$ cat config.mk
export PLATFORM = sky130hd
export DESIGN_NAME = masked_sbox_stage1
export DESIGN_NICKNAME = d
export VERILOG_FILES = /design/src/rtl/masked_sbox_stage1.sv
export SDC_FILE = /design/constraint.sdc
export NUM_CORES = 1
export LEC_CHECK = 0
export CAP_MARGIN = 25
export CELL_PAD_IN_SITES_DETAIL_PLACEMENT = 0
export CELL_PAD_IN_SITES_GLOBAL_PLACEMENT = 1
export CORE_UTILIZATION = 49
export CTS_CLUSTER_DIAMETER = 40
export DETAILED_ROUTE_END_ITERATION = 7
export MAX_ROUTING_LAYER = met4
export PLACE_DENSITY = 0.91
export SYNTH_ARGS = -nofsm -noshare
export SYNTH_HDL_FRONTEND = slang
export SYNTH_SLANG_ARGS = --single-unit
export TNS_END_PERCENT = 100
$ cat constraint.sdc
create_clock -name ClkxCI -period 1.4 [get_ports ClkxCI]
set_clock_uncertainty 0.15 [all_clocks]
set_input_delay 0.28 -clock ClkxCI [delete_from_list [all_inputs] [get_ports ClkxCI]]
set_output_delay 0.28 -clock ClkxCI [all_outputs]
set_load 0.02 [all_outputs]
$ cat src/rtl/masked_sbox_stage1.sv
// masked_sbox_stage1
//   First nonlinear stage of the masked (DOM) AES S-box, feeding the masked
//   GF(2^4) inverter.  For each Boolean share i of a tower-field element it
//   computes D_i, where the XOR of all D_i is sq_sc(Ah^Al) ^ Ah*Al, using a
//   DOM-indep GF(2^4) multiplier.  It also delays the Ah/Al shares so they
//   line up with the inverter output.
//
// Parameters
//   SHARES       number of Boolean shares (>= 2)
//   INV_LATENCY  downstream inverter latency in cycles (>= 1)
//
// Ports
//   ClkxCI       clock, rising edge
//   RstxBI       asynchronous active-low reset
//   _XxDI        shared input, share i = [8i+7:8i] (Ah high nibble, Al low)
//   ValidxSI     input qualifier
//   _ZxDI        fresh randomness, 4 bits per unordered share pair
//   _DxDO        shared inverter input, share i = [4i+3:4i] (latency 2)
//   ValidxSO     qualifies _DxDO
//   _AhxDO       Ah shares delayed by 2+INV_LATENCY cycles
//   _AlxDO       Al shares delayed by 2+INV_LATENCY cycles
//   NibValidxSO  qualifies _AhxDO/_AlxDO
//
// Build option
//   SBOX_STAGE1_HOLD_EN  when defined, each data register loads only when the
//                        valid bit entering its stage is set; otherwise all
//                        data registers load every cycle.

module masked_sbox_stage1 #(
   parameter int SHARES      = 2,
   parameter int INV_LATENCY = 2
) (
   input  logic                            ClkxCI,
   input  logic                            RstxBI,
   input  logic [8*SHARES-1:0]             _XxDI,
   input  logic                            ValidxSI,
   input  logic [2*SHARES*(SHARES-1)-1:0]  _ZxDI,
   output logic [4*SHARES-1:0]             _DxDO,
   output logic                            ValidxSO,
   output logic [4*SHARES-1:0]             _AhxDO,
   output logic [4*SHARES-1:0]             _AlxDO,
   output logic                            NibValidxSO
);

   localparam int NDEL = 2 + INV_LATENCY;

   typedef logic [3:0] nib_t;

   // GF(4) multiply, normal basis
   function automatic logic [1:0] mul2(input logic [1:0] a, input logic [1:0] b);
      logic t;
      t = (a[1] ^ a[0]) & (b[1] ^ b[0]);
      return {(a[1] & b[1]) ^ t, (a[0] & b[0]) ^ t};
   endfunction

   function automatic logic [1:0] scN(input logic [1:0] x);
      return {x[0], x[1] ^ x[0]};
   endfunction

   // GF(16) multiply over GF(4) halves
   function automatic nib_t mul4(input nib_t x, input nib_t y);
      logic [1:0] e;
      e = scN(mul2(x[3:2] ^ x[1:0], y[3:2] ^ y[1:0]));
      return {mul2(x[3:2], y[3:2]) ^ e, mul2(x[1:0], y[1:0]) ^ e};
   endfunction

   // {sq(xh^xl), scN2(sq(xl))}; linear, so it is applied per share
   function automatic nib_t sqSc(input nib_t x);
      logic [1:0] h;
      logic [1:0] l;
      h = x[3:2] ^ x[1:0];
      l = {x[0], x[1]};
      return {h[0], h[1], l[1] ^ l[0], l[1]};
   endfunction

   // lexicographic ordinal of the unordered pair (a,b), a < b
   function automatic int unsigned pairIdx(input int unsigned a, input int unsigned b);
      return a * SHARES - (a * (a + 1)) / 2 + (b - a - 1);
   endfunction

   logic [4*SHARES-1:0] ahIn;
   logic [4*SHARES-1:0] alIn;
   nib_t                sD    [SHARES];
   nib_t                termD [SHARES][SHARES];

   logic [NDEL-1:0]     validQ;
   nib_t                sQ    [SHARES];
   nib_t                termQ [SHARES][SHARES];
   logic [4*SHARES-1:0] dNext;
   logic [4*SHARES-1:0] dQ;
   logic [4*SHARES-1:0] ahQ [NDEL];
   logic [4*SHARES-1:0] alQ [NDEL];
   logic [NDEL-1:0]     loadEn;

`ifdef SBOX_STAGE1_HOLD_EN
   // stage k loads with the valid bit that is entering stage k
   assign loadEn = {validQ[NDEL-2:0], ValidxSI};
`else
   assign loadEn = '1;
`endif

   // stage-1 combinational terms; term[i][j] belongs to share domain i
   always_comb begin
      ahIn = '0;
      alIn = '0;
      for (int unsigned i = 0; i < SHARES; i++) begin
         ahIn[4*i +: 4] = _XxDI[8*i+4 +: 4];
         alIn[4*i +: 4] = _XxDI[8*i +: 4];
      end
      for (int unsigned i = 0; i < SHARES; i++) begin
         sD[i] = sqSc(ahIn[4*i +: 4] ^ alIn[4*i +: 4]);
         for (int unsigned j = 0; j < SHARES; j++) begin
            if (i == j)
               termD[i][j] = mul4(ahIn[4*i +: 4], alIn[4*i +: 4]);
            else
               termD[i][j] = mul4(ahIn[4*i +: 4], alIn[4*j +: 4])
                           ^ _ZxDI[4*pairIdx((i < j) ? i : j, (i < j) ? j : i) +: 4];
         end
      end
   end

   // compression of registered terms, one share domain at a time
   always_comb begin
      dNext = '0;
      for (int unsigned i = 0; i < SHARES; i++) begin
         dNext[4*i +: 4] = sQ[i];
         for (int unsigned j = 0; j < SHARES; j++)
            dNext[4*i +: 4] = dNext[4*i +: 4] ^ termQ[i][j];
      end
   end

   always_ff @(posedge ClkxCI or negedge RstxBI) begin
      if (!RstxBI) begin
         validQ <= '0;
         dQ     <= '0;
         for (int unsigned i = 0; i < SHARES; i++) begin
            sQ[i] <= '0;
            for (int unsigned j = 0; j < SHARES; j++)
               termQ[i][j] <= '0;
         end
         for (int unsigned k = 0; k < NDEL; k++) begin
            ahQ[k] <= '0;
            alQ[k] <= '0;
         end
      end else begin
         validQ <= {validQ[NDEL-2:0], ValidxSI};
         if (loadEn[0]) begin
            sQ    <= sD;
            termQ <= termD;
            ahQ[0] <= ahIn;
            alQ[0] <= alIn;
         end
         if (loadEn[1])
            dQ <= dNext;
         for (int unsigned k = 1; k < NDEL; k++) begin
            if (loadEn[k]) begin
               ahQ[k] <= ahQ[k-1];
               alQ[k] <= alQ[k-1];
            end
         end
      end
   end

   assign _DxDO       = dQ;
   assign ValidxSO    = validQ[1];
   assign _AhxDO      = ahQ[NDEL-1];
   assign _AlxDO      = alQ[NDEL-1];
   assign NibValidxSO = validQ[NDEL-1];

endmodule

=== Word level (Yosys, flattened, before mapping) ===
Index checks and enable logic that the tools add are counted.
Widths: inputs -> output; s select.

* Bitwise logic cells: 100

{| class="wikitable"
|+ Operator list
! cell !! count
|-
| $xor 1x1->1 || 42
|-
| $and 1x1->1 || 36
|-
| $xor 4x4->4 || 8
|-
| $xor 2x2->2 || 14
|}

* Bits in registers: 100
* Bits of input ports: 23
* Output and inout bits: 26
* Logic and storage cells: 116

=== Longest topological paths before layout ===
Gate-level depths: netlist of run 1.

* Depth after elaboration: 7
* Depth in mapped cells: 5
* Depth with buffers taken out: 4

=== Least setup slack after synthesis of run 1 ===
OpenSTA, ideal clock, no wires.

* Path type: input port to flip-flop
* Start point: input port _XxDI[6]
* End point: register termQ[15] (netlist name)
* Library setup time: 0.135 ns
* Arrival: 1.515 ns
* Data required time: 1.115 ns
* Setup slack: -0.400 ns
* Cell stages on the path: 5
* Buffers on the path: 1
* Cell sequence: buf_6 > nand2b_1 > and2_0 > a222oi_1 > xor3_1

{| class="wikitable"
|+ RTL lines
! item !! RTL line !! source
|-
| start, declared || 35 || <nowiki>input logic [8*SHARES-1:0] _XxDI,</nowiki>
|-
| end signal, assigned || 149 || <nowiki>termQ <= termD;</nowiki>
|-
| end, declared || 88 || <nowiki>nib_t termQ [SHARES][SHARES];</nowiki>
|}

==> out/results.ini, run 1 <==
[sta]
maxSlewViolCount = 0
hold_viol_final = 0
setup-violations-final = 5
clock.fmax_mhz = 692
fin_crit_sh_pct = 103
rsz0062_at_grt = true
worst-slew-pin-transition_ps = 371
holdWs_ps = 41.5
setup_ws_ps = -44.5
final.setup.tns_ps = -118
slew_headroom_pct = 74.9
fin_crit_ps = 1440

[floorplan]
row_count = 32
dieHeight_um = 92.6
core_sq_mm = 0.00785
die_w_um = 92.6
dieArea_sq_mm = 0.00858
io_pins = 49
start_util_pct = 51.3

[worst_setup_path]
crit_path_max_fanout = 5
end_kind = flip-flop
start_kind = primary input
crit_type = in2reg
worst_ep_required_time_ps = 1490
crit_arrival_ps = 1530

[final_layout]
synthToLayoutAreaGrowth_pct = 46.5
layout_common_cells = dfrtp_1, buf_4, xnor2_1, buf_2, buf_6
design_area_sq_mm = 0.00589
fin_nets = 410
final_common_cell = dfrtp_1
fill_cells = 458
antennaDiodeCount = 0
drive_gt1_share_pct = 52.9

[synthesis]
yosys_warnings = 0
synthTopCellsByArea = dfrtp_1, xnor2_1, buf_4
ys_ff_latch = 100
syn_nets = 297
synthCells = 266
synthDistinctLibCells = 23
synth_area_per_cell_sq_um = 15.1
synth_top_area_share_pct = 62.2
syn_area_sq_mm = 0.00402
yosysTopAreaCell = dfrtp_1
ys_seq_area_share_pct = 62.2

[hold_path]
hp-class = in2reg

[clocking]
cts_made_buffers = 9
cts-root-buf = clkbuf_8
max-clock-path-buffers = 2
cts_max_level = 3
clkTransAtPathRegs_ps = 90
cts_tree = built
cts.sinks = 100
insertion_delay_ps = 370

[route]
drcViolationCount = 0
vias_per_cell = 4.95
totalWireLength_um = 9250
first_iter_violations = 105
dr.pass1.iters = 4
ant_nets = 0
routedWlPerCell_um = 19.0
num_vias = 2406

[placed_design]
place_area_sq_mm = 0.00500
dp_hpwl_um = 4930
gp_congestion = 0.868
io_buffer_count = 48

[global_routing]
grt.overflow.total = 0
antenna_found_initial = 0
grt_pass1_vias = 2639
grt_usage_pct = 24.0
grt_max_degree = 56
grt_pass1_wl_um = 14200

[run_status]
status = finished with violations
violations = negative setup slack

[power_and_ir_drop]
leakage_nw = 2.72
peakVddDrop_v = 0.000712
powerDensity_mw_per_mm2 = 1320

[flow_run]
cap_viol_max_count = 0

[cells in the mapped netlist (all sizes together)]
| cell | n |
|---|---|
| and2b | 1 |
| mux2 | 8 |
| xor2 | 8 |
| dfrtp | 100 |
| nor4bb | 6 |
| nand2b | 4 |
| a222oi | 4 |
| a221oi | 6 |
| or2 | 2 |
| xor3 | 4 |
| xnor3 | 6 |
| nor2b | 5 |
| and2 | 2 |
| ha | 8 |
| o21ai | 2 |
| a22oi | 2 |
| nor2 | 10 |
| buf | 32 |
| xnor2 | 56 |
[kinds of logic (layout without fill, tap and decap cells)]
family | count (synthesis) | count (layout) | synth area share (%)
DFF | 100 | 100 | 62.2
xor gates and xnor gates | 74 | 74 | 19.7
buffers and inverters | 32 | 150 | 5.54
and+or+nand+nor | 30 | 30 | 4.95
AOI/OAI and AO/OA | 14 | 14 | 2.92
adders and majority gates | 8 | 8 | 2.49
muxes | 8 | 8 | 2.24
[sequential cells by signal (all words and copies together) (netlist names)]
name / count
termQ: 16
_AlxDO: 8
_AhxDO: 8
_DxDO: 8
alQ: 24
sQ: 8
ahQ: 24
validQ: 4
[power by group]
group | total, mW | internal, mW | switching, mW
clock | 2.08 | 1.11 | 0.973
sequential | 3.51 | 3.33 | 0.177
combinational | 2.21 | 1.19 | 1.02
[worst max-delay path, cell delays in order]
cell	delay, ps
buf_8	100
buf_8	130
nand2b_4	140
and2_4	150
a222oi_1	320
buf_4	180
xor3_1	220
[path summary, 6_finish.rpt]
kind	depth (start not counted)	end	slack [ps]	startpoint
max	7	termQ[15]$_DFF_PN0_	-40	_XxDI[6]
min reg2reg	0	_AlxDO[0]$_DFF_PN0_	190	alQ[8]$_DFF_PN0_
max reg2reg	2	_DxDO[7]$_DFF_PN0_	400	termQ[3]$_DFF_PN0_
min	2	alQ[27]$_DFF_PN0_	40	_XxDI[3]
max in group asynchronous	3	_AhxDO[0]$_DFF_PN0_	550	RstxBI
min in group asynchronous	3	_DxDO[5]$_DFF_PN0_	290	RstxBI
[layout make-up]
cell class	instances	area [sq um]	share of cell area, %
repair buffers	134	1190	20.2
flip-flops and latches	100	2500	42.5
clock inverters	5	82.6	1.40
well taps	102	128	2.17
clock buffers	11	151	2.57
multi-input cells	134	1840	31.2
[per-layer routing]
metal,track usage (%),up-vias,share of wire [%]
met5,-,-,0
met4,11.6,0,3.0
met3,4.11,23,3.5
met2,39.4,54,52
met1,29.1,1245,41
li1,-,1084,-
[per-stage QoR]
step | std cells | utilization (%) | total power [mW] | setup WS [ps]
floorplan | 266 | - | 4.78 | -230
global placement | 433 | 63.8 | 5.44 | -809
detailed placement | 433 | 63.8 | 5.50 | -864
CTS | 482 | 72.7 | 7.68 | -72.2
global route | 486 | 75.1 | 8.11 | -84.5
finish | 486 | 75.1 | 7.80 | -44.5
[repair_timing]
item / in CTS / in global routing
endpoints found under the setup margin: 47 / 14
pin swaps: 36 / 29
endpoints found under the hold margin: 102 / 1
buffers inserted: 29 / 7
cloned: 3 / 0
resized for setup: 238 / 37
hold buffers: 3 / 1
Note: power is estimated with default switching activity, not from simulation.
==> run 2: changes to the inputs <==
--- a/config.mk
+++ b/config.mk
@@ -5,6 +5,7 @@
 export SDC_FILE = /design/constraint.sdc
 export NUM_CORES = 1
 export LEC_CHECK = 0
+export ABC_CLOCK_PERIOD_IN_PS = 1400
 export CAP_MARGIN = 25
 export CELL_PAD_IN_SITES_DETAIL_PLACEMENT = 0
 export CELL_PAD_IN_SITES_GLOBAL_PLACEMENT = 1
@@ -13,6 +14,7 @@
 export DETAILED_ROUTE_END_ITERATION = 7
 export MAX_ROUTING_LAYER = met4
 export PLACE_DENSITY = 0.91
+export REMOVE_ABC_BUFFERS = 1
 export SYNTH_ARGS = -nofsm -noshare
 export SYNTH_HDL_FRONTEND = slang
 export SYNTH_SLANG_ARGS = --single-unit
==> run 2 against run 1 <==
  * The run still ends with negative setup slack left
  * Total power shrank 5.2%
  * Clock-buffer cell count shrank 2
  * Sequential power is essentially flat
  * Utilization shrank 2.9 points
  * Setup slack lost 100 ps
  * Critical path depth shrank 1
  * Non-clock buffer count shrank 3
  * Cell area shrank 3.8%
  * Critical path type unchanged
  * Combinational power is essentially flat
  * Flip-flop and latch count is the same
==> out/results.ini, run 2 (synthesis results as in run 1) <==
[floorplan]
dieArea_sq_mm = 0.00858
io_pins = 49
start_util_pct = 51.3
die_w_um = 92.6
core_sq_mm = 0.00785
dieHeight_um = 92.6
row_count = 32

[hold_path]
hp-class = in2reg
hold_depth = 2

[placed_design]
io_buffer_count = 48
gp_congestion = 0.899
dp.cells = 443
place_area_sq_mm = 0.00486
dp_hpwl_um = 5010

[route]
drcViolationCount = 0
ant_nets = 0
wl_met3_um = 376
dr.pass1.iters = 4
vias_per_cell = 5.06
top_layer = met4
routedWlPerCell_um = 18.9
first_iter_violations = 165
drt-met1-wl_um = 3580
num_vias = 2442
route.met2.wl_um = 4800
totalWireLength_um = 9150

[final_layout]
antennaDiodeCount = 0
regArea_sq_mm = 0.00250
layout.cells.non_filler = 483
drive_gt1_share_pct = 49.3
layout_common_cells = dfrtp_1, buf_4, xnor2_1, buf_2, buf_6
fin_nets = 407
design_area_sq_mm = 0.00567
fill_cells = 496
multiInputGateArea_sq_mm = 0.00172
top_regs = ahQ x24, alQ x24, termQ x16
synthToLayoutAreaGrowth_pct = 40.9
final_common_cell = dfrtp_1

[global_routing]
grt_usage_pct = 22.6
grt_max_degree = 75
antenna_found_initial = 0
grt_pass1_vias = 2591
grt_pass1_wl_um = 13600
grt.overflow.total = 0

[worst_setup_path]
worst_ep_required_time_ps = 1480
crit_path_max_fanout = 8
start_kind = primary input
crit_type = in2reg
r2r_cells = 2
end_kind = flip-flop
crit_arrival_ps = 1630

[power_and_ir_drop]
leakage_nw = 2.59
powerDensity_mw_per_mm2 = 1300
peakVddDrop_v = 0.000765

[clocking]
cts_tree = built
insertion_delay_ps = 360
cts_max_level = 3
cts_made_buffers = 9
cts.sinks = 100
max-clock-path-buffers = 2
cts-root-buf = clkbuf_8
clkTransAtPathRegs_ps = 100

[sta]
hold_viol_final = 0
maxSlewViolCount = 0
fin_crit_sh_pct = 111
clock.fmax_mhz = 646
slew_headroom_pct = 72.9
worst-slew-pin-transition_ps = 400
setup_ws_ps = -149
setup-violations-final = 6
rsz0062_at_grt = true
fin_crit_ps = 1550

[run_status]
violations = negative setup slack
status = finished with violations

[flow_run]
cap_viol_max_count = 0

==> run 2: area by class of cell <==
cell class | instances | share of cell area, %
Clock buffer | 9 | 2.19
Clock inverter | 7 | 1.13
Multi-Input combinational cell | 134 | 30.4
Sequential cell | 100 | 44.2
Tap cell | 102 | 2.25
Timing Repair Buffer | 131 | 19.9
==> run 2: stage by stage <==
stage	setup WS (ps)	setup TNS, ps	hold slack [ps]	util (%)	total power [mW]
2_1_floorplan	-278	-1560	-166	-	4.57
3_3_place_gp	-1010	-17320	161	61.9	5.39
3_5_place_dp	-1040	-17500	168	61.9	5.44
4_1_cts	-71.6	-255	25.4	69.0	7.20
5_1_grt	-187	-716	12.8	72.2	7.69
6_report	-149	-320	22.0	72.2	7.39
==> run 2: per-layer routing <==
| metal | GRT usage [%] | vias to the layer above |
|---|---|---|
| met1 | 26.7 | 1259 |
| met4 | 7.68 | 0 |
| met5 | - | - |
| met3 | 4.60 | 23 |
| li1 | - | 1082 |
| met2 | 38.7 | 78 |
==> run 2: final timing paths <==
check,slack (ps),to,from
max,-150,termQ[7]$_DFF_PN0_,_XxDI[3]
min,20,alQ[25]$_DFF_PN0_,_XxDI[1]
max reg2reg,370,_DxDO[4]$_DFF_PN0_,sQ[0]$_DFF_PN0_
min reg2reg,200,ahQ[9]$_DFF_PN0_,ahQ[17]$_DFF_PN0_
max in group asynchronous,480,termQ[11]$_DFF_PN0_,RstxBI
min in group asynchronous,320,alQ[25]$_DFF_PN0_,RstxBI
==> run 2: worst max-delay path, cell delays in order <==
cell and delay (ps):
buf_2 170, xnor2_1 220, buf_4 190, xnor2_4 100, nor2_2 260, xnor3_1 410
==> run 2: repair_timing <==
action                                  in CTS  in global routing
hold buffers                                 4                  1
endpoints found under the hold margin      103                  1
gates resized for setup                    244                 45
endpoints found under the setup margin      47                 14
pin swaps                                   25                 24
cloned                                       1                  0
buffers inserted                            16                  6
==> run 2: power by group <==
part	leakage (nW)	internal (mW)	switching, mW
Combinational	1.33	1.16	1.02
Sequential	1.17	3.33	0.189
Clock	0.0861	0.672	1.02
